--- src/rtl/router_pkg.sv ---
// Shared constants for the router output FIFO.
// ROUTER_FIFO_TRISTATE_EN selects an all-Z idle bus value instead of all-zero.
package router_pkg;

    localparam int FIFO_DEPTH = 16;
    localparam int DATA_WIDTH = 8;
    localparam int PTR_W      = $clog2(FIFO_DEPTH) + 1;

`ifdef ROUTER_FIFO_TRISTATE_EN
    localparam logic IDLE_BIT = 1'bz;
`else
    localparam logic IDLE_BIT = 1'b0;
`endif

    localparam logic [DATA_WIDTH-1:0] IDLE = {DATA_WIDTH{IDLE_BIT}};

    // Payload length field of a header byte
    localparam int LEN_MSB = DATA_WIDTH - 1;
    localparam int LEN_LSB = 2;

endpackage

--- src/rtl/router_fifo_mem.sv ---
// DEPTH x WIDTH register file: one write port, one registered read port.
module router_fifo_mem #(
    parameter int DEPTH = 16,
    parameter int WIDTH = 9
) (
    input  logic                     clk,
    input  logic                     we,
    input  logic [$clog2(DEPTH)-1:0] waddr,
    input  logic [WIDTH-1:0]         wdata,
    input  logic                     re,
    input  logic [$clog2(DEPTH)-1:0] raddr,
    output logic [WIDTH-1:0]         rdata
);

    logic [WIDTH-1:0] mem [DEPTH];

    // Storage is never cleared; flushes only move the pointers
    always_ff @(posedge clk) begin
        if (we) mem[waddr] <= wdata;
    end

    // Read data is held until the next accepted read
    always_ff @(posedge clk) begin
        if (re) rdata <= mem[raddr];
    end

endmodule

--- src/rtl/router_fifo.sv ---
// Per-port output FIFO of the 1x3 router with packet-boundary idle tracking.
// Build option: ROUTER_FIFO_TRISTATE_EN (idle bus value is all-Z).
module router_fifo
    import router_pkg::*;
#(
    parameter int DEPTH      = router_pkg::FIFO_DEPTH,
    parameter int DATA_WIDTH = router_pkg::DATA_WIDTH
) (
    input  logic                  clk,
    input  logic                  reset,
    input  logic                  soft_reset,
    input  logic                  write_enb,
    input  logic                  lfd_state,
    input  logic [DATA_WIDTH-1:0] data_in,
    input  logic                  read_enb,
    output logic [DATA_WIDTH-1:0] data_out,
    output logic                  full,
    output logic                  empty
);

    localparam int AW    = $clog2(DEPTH);
    localparam int PW    = AW + 1;
    localparam int CNT_W = DATA_WIDTH - 1;

    logic [PW-1:0]         wr_ptr, rd_ptr;
    logic [CNT_W-1:0]      cnt_q, cnt_eff;
    logic                  rd_vld_q;   // rdata was loaded at the last edge
    logic                  out_idle;
    logic [DATA_WIDTH:0]   rdata;      // {header flag, byte}
    logic                  wr_acc, rd_acc;

    assign empty  = (wr_ptr == rd_ptr);
    assign full   = (wr_ptr[AW-1:0] == rd_ptr[AW-1:0]) && (wr_ptr[AW] != rd_ptr[AW]);
    assign wr_acc = write_enb && !full;
    assign rd_acc = read_enb && !empty;

    router_fifo_mem #(.DEPTH(DEPTH), .WIDTH(DATA_WIDTH + 1)) u_mem (
        .clk   (clk),
        .we    (wr_acc && !soft_reset),
        .waddr (wr_ptr[AW-1:0]),
        .wdata ({lfd_state, data_in}),
        .re    (rd_acc && !soft_reset),
        .raddr (rd_ptr[AW-1:0]),
        .rdata (rdata)
    );

    // The byte read last edge only becomes visible now, so fold its effect
    // on the packet counter in here; cnt_eff is the up-to-date count.
    always_comb begin
        cnt_eff = cnt_q;
        if (rd_vld_q) begin
            if (rdata[DATA_WIDTH])
                cnt_eff = CNT_W'(rdata[DATA_WIDTH-1:LEN_LSB]) + CNT_W'(1);
            else if (cnt_q != '0)
                cnt_eff = cnt_q - CNT_W'(1);
        end
    end

    // Pointers, counter and idle flag; flush wins over read and write
    always_ff @(posedge clk or negedge reset) begin
        if (!reset) begin
            wr_ptr   <= '0;
            rd_ptr   <= '0;
            cnt_q    <= '0;
            rd_vld_q <= 1'b0;
            out_idle <= 1'b1;
        end else if (soft_reset) begin
            wr_ptr   <= '0;
            rd_ptr   <= '0;
            cnt_q    <= '0;
            rd_vld_q <= 1'b0;
            out_idle <= 1'b1;
        end else begin
            if (wr_acc) wr_ptr <= wr_ptr + PW'(1);
            if (rd_acc) rd_ptr <= rd_ptr + PW'(1);
            rd_vld_q <= rd_acc;
            cnt_q    <= cnt_eff;
            if (rd_acc)
                out_idle <= 1'b0;
            else if (cnt_eff == '0)
                out_idle <= 1'b1;
        end
    end

    assign data_out = out_idle ? {DATA_WIDTH{IDLE_BIT}} : rdata[DATA_WIDTH-1:0];

endmodule

--- config.mk ---
export PLATFORM = sky130hd
export DESIGN_NAME = router_fifo
export DESIGN_NICKNAME = d
export VERILOG_FILES = /design/src/rtl/router_pkg.sv /design/src/rtl/router_fifo_mem.sv /design/src/rtl/router_fifo.sv
export SDC_FILE = /design/constraint.sdc
export NUM_CORES = 1
export LEC_CHECK = 0
export BUFFER_PORTS_ARGS = -buffer_cell sky130_fd_sc_hd__clkbuf_2
export CAP_MARGIN = 20
export CORE_UTILIZATION = 45
export CTS_CLUSTER_DIAMETER = 100
export DETAILED_ROUTE_END_ITERATION = 8
export GPL_TIMING_DRIVEN = 0
export PLACE_DENSITY = 0.7
export SLEW_MARGIN = 20
export SYNTH_ARGS = -nofsm -noshare
export SYNTH_HDL_FRONTEND = slang
export SYNTH_SLANG_ARGS = --single-unit
--- constraint.sdc ---
create_clock -name clk -period 2.57 [get_ports clk]
set_clock_uncertainty 0.05 [all_clocks]
set_input_delay 0.1285 -clock clk [delete_from_list [all_inputs] [get_ports clk]]
set_output_delay 0.1285 -clock clk [all_outputs]
set_load 0.1 [all_outputs]
==> results.py <==
metrics = {
    "clock_network": {
        "cts.sinks": 172,
        "clock_path_buffers": 2,
        "clock_tree.root_cell": "sky130_fd_sc_hd__clkbuf_16",
        "tritoncts": "yes",
        "worst_skew_pair.late_latency_ps": 430,
        "tritoncts.num_buffers": 17,
        "h-tree-depth": 4,
        "clk_transition_reported_paths_ps": 60,
    },
    "logic_synthesis": {
        "synthesis.area_sq_um": 7140,
        "postSynth.asyncResetShare_pct": 11.0,
        "post_synth_num_cell_types": 48,
        "synth.avg_cell_area_sq_um": 19.2,
        "leading_register_cell_type_out_of_synthesis": "sky130_fd_sc_hd__edfxtp_1",
        "synth.yosys.seq_area_share_pct": 71.1,
        "yosysWarnings": 0,
        "synth_fp_nets": 393,
        "synth.ff_latch_count": 172,
        "synthesis.instances": 371,
        "number_of_flops_mapped_to_enable_cells_by_yosys": 153,
    },
    "finish": {
        "layout.nets": 436,
        "num_antenna_cells": 0,
        "ff_latch_area_sq_um": 5070,
        "num-fill-cells": 1225,
        "postLayoutCoreUtil_pct": 53.2,
        "final_common_cell": "sky130_fd_sc_hd__edfxtp_1",
        "layout-drive-gt1-share_pct": 26.1,
        "syn_to_final_growth_pct": 14.2,
        "fin_cells": 637,
        "area_used_by_multi_input_combinational_logic_sq_um": 1950,
        "most-common-layout-cells": "sky130_fd_sc_hd__edfxtp_1, sky130_fd_sc_hd__mux4_2, sky130_fd_sc_hd__clkbuf_2, sky130_fd_sc_hd__nor2_1, sky130_fd_sc_hd__dfrtp_1",
    },
    "timing": {
        "worst-slew-pin-transition_ps": 815,
        "relSlewSlack_pct": 45.6,
        "report.final.hold_viol_count": 0,
        "setup_viol": 0,
        "timing.final.crit_share_pct": 96.0,
        "slew_violations": 0,
        "post-route-min-period_ps": 2470,
        "max_clock_freq_mhz": 405,
        "rsz0062_at_grt": "no",
    },
    "floorplanning": {
        "core_area_sq_um": 15300,
        "placement_rows": 45,
        "starting_density_of_the_core_pct": 46.6,
        "design.die.area_sq_um": 16400,
        "die_width_microns": 128,
        "die_height_microns": 128,
        "boundaryPins": 24,
    },
    "routing": {
        "detail_route.drc_violations": 0,
        "wire_per_inst_microns": 22.0,
        "drt.antenna.violating_nets": 0,
        "first_pass_iters": 5,
        "vias": 3641,
        "wirelength_mm": 14.0,
        "dr.first_iter.drc_count": 365,
        "average_via_count_per_standard_cell": 5.72,
    },
    "critical_path": {
        "timing.setup.critical_path_class": "flip-flop to flip-flop",
        "critical_path_peak_fanout": 10,
        "cp_data_required_time_ps": 2570,
        "timing.critical_path.to_type": "flip-flop",
        "startpoint_type": "flip-flop",
        "worst_path_arrival_ps": 2460,
    },
    "global_route": {
        "groute.usage.overall_pct": 18.7,
        "antenna_found_initial": 0,
        "wire_length_of_the_first_global_routing_pass_mm": 21.0,
        "globalRoute.totalOverflow": 0,
        "maximum_number_of_pins_on_one_net_before_global_route_repair": 20,
        "grt_pass1_vias": 3506,
    },
    "pwr": {
        "clock_power_share_pct": 38.3,
        "worst_ir_drop_vdd_mv": 0.593,
        "power.combinational.fraction_pct": 15.1,
        "cellLeakagePower_nw": 2.79,
        "p_int_mw": 5.15,
        "switching_share_pct": 24.1,
        "power.density_cell_area_nw_per_um2": 834,
        "sequential_power_share_pct": 46.6,
        "net-switching-power_mw": 1.64,
    },
    "place": {
        "place_hpwl_mm": 9.22,
        "numPortBuffers": 23,
        "dp_cells": 605,
        "place.gp.congestion": 0.884,
    },
    "run": {
        "max_capacitance_violation_total": 0,
    },
    "status": {
        "outcome": "completed",
    },
    "min_path": {
        "hp-class": "input port to flip-flop",
    },
}
cell families after synthesis:
family          share of synthesized area (%)
xor+xnor                                 2.09
mux                                      14.6
simple gates                             6.87
flops                                    71.1
compound gates                           2.16
buf+inv                                  1.81
fa+ha+maj                                1.40
synth_stat cells, types with 3 or more instances:
cell / number / share of area (%)
sky130_fd_sc_hd__buf_2: 5 / 0.35
sky130_fd_sc_hd__nand3_1: 11 / 0.77
sky130_fd_sc_hd__nor2b_1: 12 / 1.1
sky130_fd_sc_hd__ha_1: 8 / 1.4
sky130_fd_sc_hd__nand2_1: 8 / 0.42
sky130_fd_sc_hd__nor2_1: 21 / 1.1
sky130_fd_sc_hd__and3_1: 14 / 1.2
sky130_fd_sc_hd__xor2_1: 11 / 1.4
sky130_fd_sc_hd__xnor2_1: 6 / 0.74
sky130_fd_sc_hd__inv_1: 7 / 0.37
sky130_fd_sc_hd__nor3_1: 3 / 0.21
sky130_fd_sc_hd__o21ai_0: 5 / 0.35
sky130_fd_sc_hd__clkbuf_1: 3 / 0.16
sky130_fd_sc_hd__dfrtp_1: 18 / 6.3
sky130_fd_sc_hd__mux4_2: 43 / 14
sky130_fd_sc_hd__edfxtp_1: 153 / 64
sky130_fd_sc_hd__a21oi_1: 5 / 0.35
state kept, by name, indices dropped and copies added (netlist names):
signal       cells
cnt_q            7
out_idle         1
rd_ptr           5
rd_vld_q         1
u_mem.mem      144
u_mem.rdata      9
wr_ptr           5
worst max-delay path: stages (launching register included):
cell,delay (ps)
sky130_fd_sc_hd__dfrtp_1,510
sky130_fd_sc_hd__xor2_1,260
sky130_fd_sc_hd__nor4_4,100
sky130_fd_sc_hd__a211oi_4,410
sky130_fd_sc_hd__nor4bb_4,740
layer usage:
metal / vias up / track usage, % / share of wire, % / wire (microns)
met5: - / 0 / 0 / 0
met4: 0 / 7.96 / 2.1 / 293
met3: 24 / 4.09 / 5.9 / 832
met2: 143 / 30.5 / 51 / 7150
met1: 1893 / 24.3 / 41 / 5750
li1: 1581 / - / - / -
power by group through the flow:
stage                     clock [mW]  sequential (mW)  combinational (mW)
after floorplan                    0             3.21               0.776
after global routing            2.74             3.17                1.09
after global placement             0             3.22                1.01
after detailed placement           0             3.22                1.03
final                           2.60             3.16                1.02
after CTS                       2.64             3.16                1.04
cell type report:
class                   count  share of cell area [%]
well taps                 211                    3.24
repair buffers             24                    1.54
plain buffers              13                    1.26
clock buffers              18                    5.27
multi-input cells         179                    24.0
clock inverters            13                    2.13
inverters                   7                   0.323
flip-flops and latches    172                    62.2
what timing repair did:
item,in CTS,in global routing
buffers inserted,0,0
gates resized for setup,0,0
hold buffers,1,0
endpoints found under the setup margin,0,9
endpoints found under the hold margin,19,0
per-stage QoR:
stage               setup TNS [ps]  setup WS (ps)  hold WS, ps  power [mW]  instance area [sq um]
floorplan                        0           42.5         -217        3.98                   7150
global placement             -2970           -330         49.0        4.23                   7520
finish                           0            103          103        6.79                   8150
detailed placement               0           42.4         58.9        4.25                   7530
global route                     0           2.70          105        7.00                   8150
CTS                              0           31.3         85.2        6.84                   8150
worst paths after layout:
check / from / depth (start not counted) / slack [ps] / to
max in group asynchronous: reset / 2 / 1960 / out_idle$_DFFE_PN1P_
max reg2reg: wr_ptr[3]$_DFFE_PN0P_ / 4 / 100 / u_mem.mem[4][8]$_DFFE_PP_
min reg2reg: wr_ptr[4]$_DFFE_PN0P_ / 2 / 550 / wr_ptr[4]$_DFFE_PN0P_
max: wr_ptr[3]$_DFFE_PN0P_ / 4 / 100 / u_mem.mem[4][8]$_DFFE_PP_
min in group asynchronous: reset / 2 / 150 / rd_ptr[1]$_DFFE_PN0P_
min: data_in[7] / 1 / 100 / u_mem.mem[10][7]$_DFFE_PP_
Power figures use the tool's default switching activity.
